===== src/rtl/nerv_wb_pkg.sv =====
// Shared types and constants for the nerv data-memory Wishbone bridge.
//   bridge_state_e : bridge FSM states (IDLE, BUS, DONE)
//   SEL_ALL        : byte select used for reads (all four lanes)
//   TIMEOUT_RDATA  : read data returned to the core when a bus cycle is aborted
package nerv_wb_pkg;

   typedef enum logic [1:0] {
      IDLE = 2'd0,
      BUS  = 2'd1,
      DONE = 2'd2
   } bridge_state_e;

   localparam logic [3:0]  SEL_ALL       = 4'hF;
   localparam logic [31:0] TIMEOUT_RDATA = 32'hDEADBEEF;

endpackage


===== src/rtl/bus_timeout_counter.sv =====
// Counts cycles spent in a Wishbone bus cycle and flags expiry.
// Only instantiated when NERV_WB_BRIDGE_TIMEOUT_EN is defined.
//   clk, rst_n : clock, asynchronous active-low reset
//   i_clear    : return the count to zero (held while not in a bus cycle)
//   i_enable   : count this cycle (bus cycle in progress)
//   o_expired  : high during the TIMEOUT_CYCLES-th enabled cycle
module bus_timeout_counter #(
   parameter int unsigned TIMEOUT_CYCLES = 255
) (
   input  logic clk,
   input  logic rst_n,
   input  logic i_clear,
   input  logic i_enable,
   output logic o_expired
);

   localparam int unsigned CntW = $clog2(TIMEOUT_CYCLES + 1);
   // Count is 0 in the first enabled cycle, so the last one sits at TIMEOUT_CYCLES-1.
   localparam logic [CntW-1:0] LastCnt = CntW'(TIMEOUT_CYCLES - 1);

   logic [CntW-1:0] r_count;

   always_ff @(posedge clk or negedge rst_n) begin
      if (!rst_n) begin
         r_count <= '0;
      end else if (i_clear) begin
         r_count <= '0;
      end else if (i_enable && (r_count != LastCnt)) begin
         r_count <= r_count + CntW'(1);
      end
   end

   assign o_expired = i_enable && (r_count == LastCnt);

endmodule


===== src/rtl/nerv_wb_dmem_bridge.sv =====
// Bridges the nerv core's fixed-latency data port onto a Wishbone-classic master.
// The core is stalled while a bus cycle is outstanding; read data is presented in
// the DONE cycle, when stall drops.
// Optional feature: define NERV_WB_BRIDGE_TIMEOUT_EN to abort bus cycles that get
// no ack within TIMEOUT_CYCLES (returns TIMEOUT_RDATA for reads, pulses err_o).
//   clk, rst_n       : clock, asynchronous active-low reset
//   dmem_*           : core request (valid/addr/wstrb/wdata) and read data
//   stall_o          : core stall
//   err_o            : one-cycle bus-timeout pulse (tied low without the macro)
//   data_mem_*       : Wishbone-classic master towards the Controller
module nerv_wb_dmem_bridge
   import nerv_wb_pkg::*;
#(
   parameter int unsigned ADDR_WIDTH     = 32,
   parameter int unsigned DATA_WIDTH     = 32,
   parameter int unsigned TIMEOUT_CYCLES = 255
) (
   input  logic                  clk,
   input  logic                  rst_n,
   input  logic                  dmem_valid_i,
   input  logic [ADDR_WIDTH-1:0] dmem_addr_i,
   input  logic [3:0]            dmem_wstrb_i,
   input  logic [DATA_WIDTH-1:0] dmem_wdata_i,
   output logic [DATA_WIDTH-1:0] dmem_rdata_o,
   output logic                  stall_o,
   output logic                  err_o,
   output logic                  data_mem_cyc_o,
   output logic                  data_mem_stb_o,
   output logic                  data_mem_we_o,
   output logic [3:0]            data_mem_sel_o,
   output logic [ADDR_WIDTH-1:0] data_mem_addr_o,
   output logic [DATA_WIDTH-1:0] data_mem_data_o,
   input  logic [DATA_WIDTH-1:0] data_mem_data_i,
   input  logic                  data_mem_ack_i
);

   bridge_state_e         r_state;
   bridge_state_e         w_state_next;
   logic [ADDR_WIDTH-1:0] r_addr;
   logic [DATA_WIDTH-1:0] r_wdata;
   logic [DATA_WIDTH-1:0] r_rdata;
   logic [3:0]            r_sel;
   logic                  r_we;
   logic                  r_cyc;
   logic                  w_in_bus;
   logic                  w_accept;
   logic                  w_ack;
   logic                  w_timeout;
   logic [1:0]            w_unused_addr_lsb;

   assign w_in_bus = (r_state == BUS);
   assign w_accept = (r_state == IDLE) && dmem_valid_i;
   // Acks outside BUS are spurious and must not move the FSM or the read data.
   assign w_ack    = w_in_bus && data_mem_ack_i;
   assign w_unused_addr_lsb = dmem_addr_i[1:0];

`ifdef NERV_WB_BRIDGE_TIMEOUT_EN
   logic w_expired;
   logic r_err;

   bus_timeout_counter #(
      .TIMEOUT_CYCLES(TIMEOUT_CYCLES)
   ) u_timeout (
      .clk      (clk),
      .rst_n    (rst_n),
      .i_clear  (!w_in_bus),
      .i_enable (w_in_bus),
      .o_expired(w_expired)
   );

   // An ack in the expiry cycle wins over the timeout.
   assign w_timeout = w_in_bus && w_expired && !data_mem_ack_i;

   // Registered so the pulse lands in the DONE cycle.
   always_ff @(posedge clk or negedge rst_n) begin
      if (!rst_n) begin
         r_err <= 1'b0;
      end else begin
         r_err <= w_timeout;
      end
   end

   assign err_o = r_err;
`else
   logic w_unused_timeout;

   assign w_timeout        = 1'b0;
   assign err_o            = 1'b0;
   assign w_unused_timeout = (TIMEOUT_CYCLES != 0);
`endif

   // State register
   always_ff @(posedge clk or negedge rst_n) begin
      if (!rst_n) begin
         r_state <= IDLE;
      end else begin
         r_state <= w_state_next;
      end
   end

   // Next-state logic; a valid seen in DONE is the request just served.
   always_comb begin
      w_state_next = r_state;
      case (r_state)
         IDLE:    if (dmem_valid_i) w_state_next = BUS;
         BUS:     if (w_ack || w_timeout) w_state_next = DONE;
         DONE:    w_state_next = IDLE;
         default: w_state_next = IDLE;
      endcase
   end

   // Outputs: stall rises combinationally in the accepting IDLE cycle.
   always_comb begin
      stall_o = 1'b0;
      case (r_state)
         IDLE:    stall_o = dmem_valid_i;
         BUS:     stall_o = 1'b1;
         default: stall_o = 1'b0;
      endcase
   end

   // Request latches, bus cycle flag and read-data register.
   always_ff @(posedge clk or negedge rst_n) begin
      if (!rst_n) begin
         r_addr  <= '0;
         r_wdata <= '0;
         r_rdata <= '0;
         r_sel   <= '0;
         r_we    <= 1'b0;
         r_cyc   <= 1'b0;
      end else begin
         if (w_accept) begin
            r_addr  <= {dmem_addr_i[ADDR_WIDTH-1:2], 2'b00};
            r_wdata <= dmem_wdata_i;
            r_we    <= |dmem_wstrb_i;
            r_sel   <= (|dmem_wstrb_i) ? dmem_wstrb_i : SEL_ALL;
            r_cyc   <= 1'b1;
         end else if (w_ack || w_timeout) begin
            r_cyc   <= 1'b0;
         end

         if (w_ack && !r_we) begin
            r_rdata <= data_mem_data_i;
         end else if (w_timeout && !r_we) begin
            r_rdata <= DATA_WIDTH'(TIMEOUT_RDATA);
         end
      end
   end

   assign dmem_rdata_o    = r_rdata;
   assign data_mem_cyc_o  = r_cyc;
   assign data_mem_stb_o  = r_cyc;
   assign data_mem_we_o   = r_we;
   assign data_mem_sel_o  = r_sel;
   assign data_mem_addr_o = r_addr;
   assign data_mem_data_o = r_wdata;

endmodule


===== config.mk =====
export PLATFORM = sky130hd
export DESIGN_NAME = nerv_wb_dmem_bridge
export DESIGN_NICKNAME = d
export VERILOG_FILES = /design/src/rtl/nerv_wb_pkg.sv /design/src/rtl/bus_timeout_counter.sv /design/src/rtl/nerv_wb_dmem_bridge.sv
export SDC_FILE = /design/constraint.sdc
export NUM_CORES = 1
export LEC_CHECK = 0
export BUFFER_PORTS_ARGS = -buffer_cell sky130_fd_sc_hd__buf_4
export CAP_MARGIN = 15
export CORE_MARGIN = 2
export CORE_UTILIZATION = 45
export CTS_CLUSTER_DIAMETER = 120
export DETAILED_ROUTE_END_ITERATION = 12
export PLACE_DENSITY = 0.8
export SYNTH_ARGS = -nofsm -noshare
export SYNTH_HDL_FRONTEND = slang
export SYNTH_SLANG_ARGS = --single-unit

===== constraint.sdc =====
create_clock -name clk -period 1.9 [get_ports clk]
set_clock_uncertainty 0.05 [all_clocks]
set_input_delay 0.475 -clock clk [delete_from_list [all_inputs] [get_ports clk]]
set_output_delay 0.475 -clock clk [all_outputs]
set_load 0.005 [all_outputs]

---- Yosys cells after proc, flatten, opt, wreduce, memory -nomap -nowiden ----
Cells that the tools add are included.
storage, ports and cells
  register bits after elaboration ......... 102
  output and inout port bits .............. 105
  word-level logic and storage cells ...... 25
  bits of input ports ..................... 104
cells by class
  equal/unequal tests ..................... 3
  multiplexer cells ....................... 7
  reductions and logical operators ........ 8
operators by type and width
  kind                count
  $mux 2              2
  $mux 4              1
  $pmux 2 s2          1
  $reduce_or 4->1     1
  $logic_and 1x1->1   3
  $eq 2x1->1 const B  1
  $logic_not 2->1     1
  $mux 1              2
  $ne 2x1->1 const B  1
  $ne 2x2->1 const B  1
  $pmux 1 s2          1
  $reduce_and 2->1    1
  $reduce_bool 2->1   1
  $logic_not 1->1     1

---- Depth between registers and ports, before layout ----
  depth after elaboration ................. 4
  gate-level depth with buffers ........... 5
  depth with buffers taken out ............ 2

---- Worst setup path after synthesis ----
Ideal clock, no wire load.
  kind .................................... flip-flop to flip-flop
  start point ............................. register r_state[1]
  end point ............................... register r_wdata[10], in the netlist data_mem_data_o[10]
  required time ........................... 1.723 ns
  data arrival time ....................... 1.371 ns
  path slack .............................. 0.352 ns
  buffers on the path ..................... 3
  stages on the path, launching flop included .. 6
  cell sequence ........................... dfrtp_1 > buf_2 > nor3b_4 > buf_6 > buf_6 > mux2_1
on the way
  longest elaborated chain between the ends .. 2
RTL lines
  what                    line                        text
  start, declared         nerv_wb_dmem_bridge.sv:37   bridge_state_e r_state;
  start signal, assigned  nerv_wb_dmem_bridge.sv:97   r_state <= w_state_next;
  $logic_not 2->1         nerv_wb_dmem_bridge.sv:52   assign w_accept = (r_state == IDLE) && dmem_valid_i;
  $logic_and 1x1->1       nerv_wb_dmem_bridge.sv:52
  end signal, assigned    nerv_wb_dmem_bridge.sv:134  r_wdata <= dmem_wdata_i;
  end, declared           nerv_wb_dmem_bridge.sv:40   logic [DATA_WIDTH-1:0] r_wdata;
No other way between the ends.
A chain may end at the register's enable or synchronous reset.

---- Worst setup path after layout ----
  start point ............................. register r_state[0]
  end point ............................... output stall_o
on the way
  longest elaborated chain between the ends .. 2
RTL lines
  what                                                  line                        text
  $eq 2x1->1 / $logic_not 2->1 (equally long branches)  nerv_wb_dmem_bridge.sv:115  case (r_state)
  $pmux 1 s2 (*)                                        nerv_wb_dmem_bridge.sv:115
  end, declared                                         nerv_wb_dmem_bridge.sv:25   output logic stall_o,
Mark *: on every way between the ends. The rest lies on a longest branch, timed or not.

==> results.py <==
metrics = {
    "run_status": {
        "status": "completed",
    },
    "pwr": {
        "vdd_drop_max_uv": 610,
        "powerDensity_mw_per_mm2": 1220,
        "design_power_total_uw": 7160,
        "leakagePower_uw": 0.00284,
    },
    "clock_tree": {
        "cts_hold_buf": 1,
        "clk_pin_slew_ns": 0.09,
        "h-tree-depth": 3,
        "cts.sinks": 102,
        "clockRootBuffer": "clkbuf_8",
        "cts_setup_buffers": 0,
        "cts_tree": "built",
        "cts_buffer_depth": 2,
        "clock_latency_ns": 0.35,
        "cts_buffers": 9,
        "post_cts_resized": 0,
    },
    "cells_and_area": {
        "antenna_cells": 0,
        "finalNetCount": 548,
        "drive_gt1_frac": 0.661,
        "stdcell_area_mm2": 0.00585,
        "area_growth_pct": 48.3,
        "fillers": 652,
    },
    "global_routing": {
        "antenna_found_initial": 0,
        "grt_pass1_wl_um": 14000,
        "gr-usage-met3": 0.0626,
        "grtUsageMet2": 0.310,
        "grt_max_degree": 38,
        "grt_most_used_layer": "met2",
        "grt_pass1_vias": 2893,
        "use_met1": 0.228,
        "overflow": 0,
        "track_usage": 0.185,
    },
    "routing": {
        "drt-initial-drc-count": 36,
        "vias": 2696,
        "avgViaCountPerCell": 4.84,
        "routed_wl_um": 8670,
        "dr.pass1.iters": 4,
        "drc": 0,
        "post_drt_wl_per_cell_um": 15.6,
        "drtAntennaViolNets": 0,
    },
    "setup_path": {
        "cp-end-kind": "output pin",
        "r2r-end": "data_mem_addr_o[26]$_DFFE_PN0P_",
        "critPathSlowestCell": "dfrtp_1",
        "required_ns": 1.37,
        "critPathMaxFanout": 9,
        "crit_path_max_incr_delay_ns": 0.49,
        "critPathLaunchType": "register",
        "reg2reg_slack_ns": 0.19,
        "crit_start": "r_state[0]$_DFFE_PN0P_",
        "arrival_ns": 1.25,
        "path_class": "reg -> out",
        "critPathCapture": "stall_o",
        "path_cells": "nor2_1, nor2_1, buf_4",
        "reg2reg_from": "r_state[1]$_DFFE_PN0P_",
        "worstRegToRegCells": 3,
        "crit_path_frequent_cell": "nor2_1",
    },
    "yosys": {
        "ys_top_cells_by_area": "dfrtp_1 (65%), mux2_2 (20%), mux2_1 (7.1%)",
        "synthTopCellsByCount": "dfrtp_1 (102), mux2_2 (70), mux2_1 (25)",
        "seq_area_frac_synth": 0.647,
        "yosys_most_used_dff": "dfrtp_1",
        "yosys_warnings": 0,
        "synth_area_mm2": 0.00394,
        "synth_most_common_cell": "dfrtp_1",
        "synth-async-reset-ratio": 1.00,
        "synth_top_area_share": 0.647,
        "yosysUniqueCellTypes": 19,
        "synth_seq_cells": 102,
        "syn_avg_cell_area_um2": 16.6,
        "syn-instance-count": 237,
        "yosysTopAreaCell": "dfrtp_1",
        "synth-edff-count": 0,
    },
    "floorplan": {
        "start_util": 0.459,
        "rows": 34,
        "pin_count": 209,
        "die_w_um": 97.6,
        "die-area_mm2": 0.00953,
        "core_area_mm2": 0.00859,
        "die_h_um": 97.6,
    },
    "timing": {
        "finalSetupTns_ns": 0,
        "fmax_mhz": 562,
        "hold_viol": 0,
        "fin_ws_ns": 0.121,
        "whs_ns": 0.255,
        "min_period_ns": 1.78,
        "layout_worst_path_cycle_share": 0.936,
        "rsz0062_at_grt": "no",
        "setup_viol": 0,
        "maxSlewViolCount": 0,
    },
    "placement": {
        "io_buffers": 203,
        "hpwlAfterDp_um": 6710,
        "place_ws_ns": 0.0962,
        "gp_congestion": 0.736,
        "placed_cell_area_mm2": 0.00558,
    },
    "hold_path": {
        "holdCritPathClass": "in -> reg",
    },
    "run": {
        "timing.max_cap.violations": 0,
    },
}
-- flip-flops by register name (all words and copies together), names as in the netlist --
name	cells
data_mem_addr_o	30
data_mem_cyc_o	1
data_mem_data_o	32
data_mem_sel_o	4
data_mem_we_o	1
dmem_rdata_o	32
r_state	2
-- where the power goes --
group	total (µW)	internal (µW)	switching, µW
Sequential	3260	2880	375
Combinational	2240	1530	716
Clock	1660	923	738
Total	7160	5330	1830
-- routing by layer --
metal / routed length, µm / up-vias
met4: 128 / 0
met5: 0 / -
met3: 683 / 13
met2: 4360 / 130
met1: 3490 / 1302
li1: - / 1251
-- cell type report --
class	count	area, µm²	share of cell area
Sequential cell	102	2550	0.437
Multi-Input combinational cell	119	1250	0.214
Tap cell	108	135	0.0231
Clock inverter	6	116	0.0199
Inverter	1	3.75	0.000642
Timing Repair Buffer	211	1650	0.282
Clock buffer	10	138	0.0235
-- worst max-delay path, delay by kind of cell (launching register included) --
| kind | cells | cell delay (ns) |
|---|---|---|
| buffers and inverters | 1 | 0.15 |
| DFF | 1 | 0.49 |
| and+or+nand+nor | 2 | 0.26 |
-- metrics by stage --
step                std cells  utilization
floorplan                 239            -
global route              557        0.680
global placement          540        0.650
detailed placement        540        0.650
CTS                       557        0.680
finish                    557        0.680
-- worst min-delay path by stage --
stage / startpoint / cells past startpoint / to
2_1_floorplan: rst_n / 0 / data_mem_addr_o[10]$_DFFE_PN0P_
3_3_place_gp: rst_n / 1 / dmem_rdata_o[6]$_DFFE_PN0P_
3_5_place_dp: rst_n / 1 / dmem_rdata_o[6]$_DFFE_PN0P_
4_1_cts: data_mem_ack_i / 2 / r_state[0]$_DFFE_PN0P_
5_1_grt: data_mem_ack_i / 2 / r_state[0]$_DFFE_PN0P_
6_report: data_mem_ack_i / 2 / r_state[0]$_DFFE_PN0P_
-- cell families after synthesis --
family,count (synthesis),share of synthesized area
and+or+nand+nor,15,0.0305
buffers and inverters,18,0.0371
AOI/OAI and AO/OA,6,0.0127
other,1,0.000951
DFF,102,0.647
muxes,95,0.271
-- placed cells by master, fill, tap and decap left out, types with 2 or more instances in the layout --
master     synthesis  layout
nor2_1             2       2
conb_1             1       3
buf_4              8     205
nor3_1             4       4
bufinv_16          0       3
or4b_1             4       4
dfrtp_1          102     102
buf_12             0       5
clkbuf_8           0      10
o22a_1             4       4
inv_6              0       2
mux2_2            70      70
mux2_1            25      25
No activity file was read; power rests on OpenSTA's default activity.
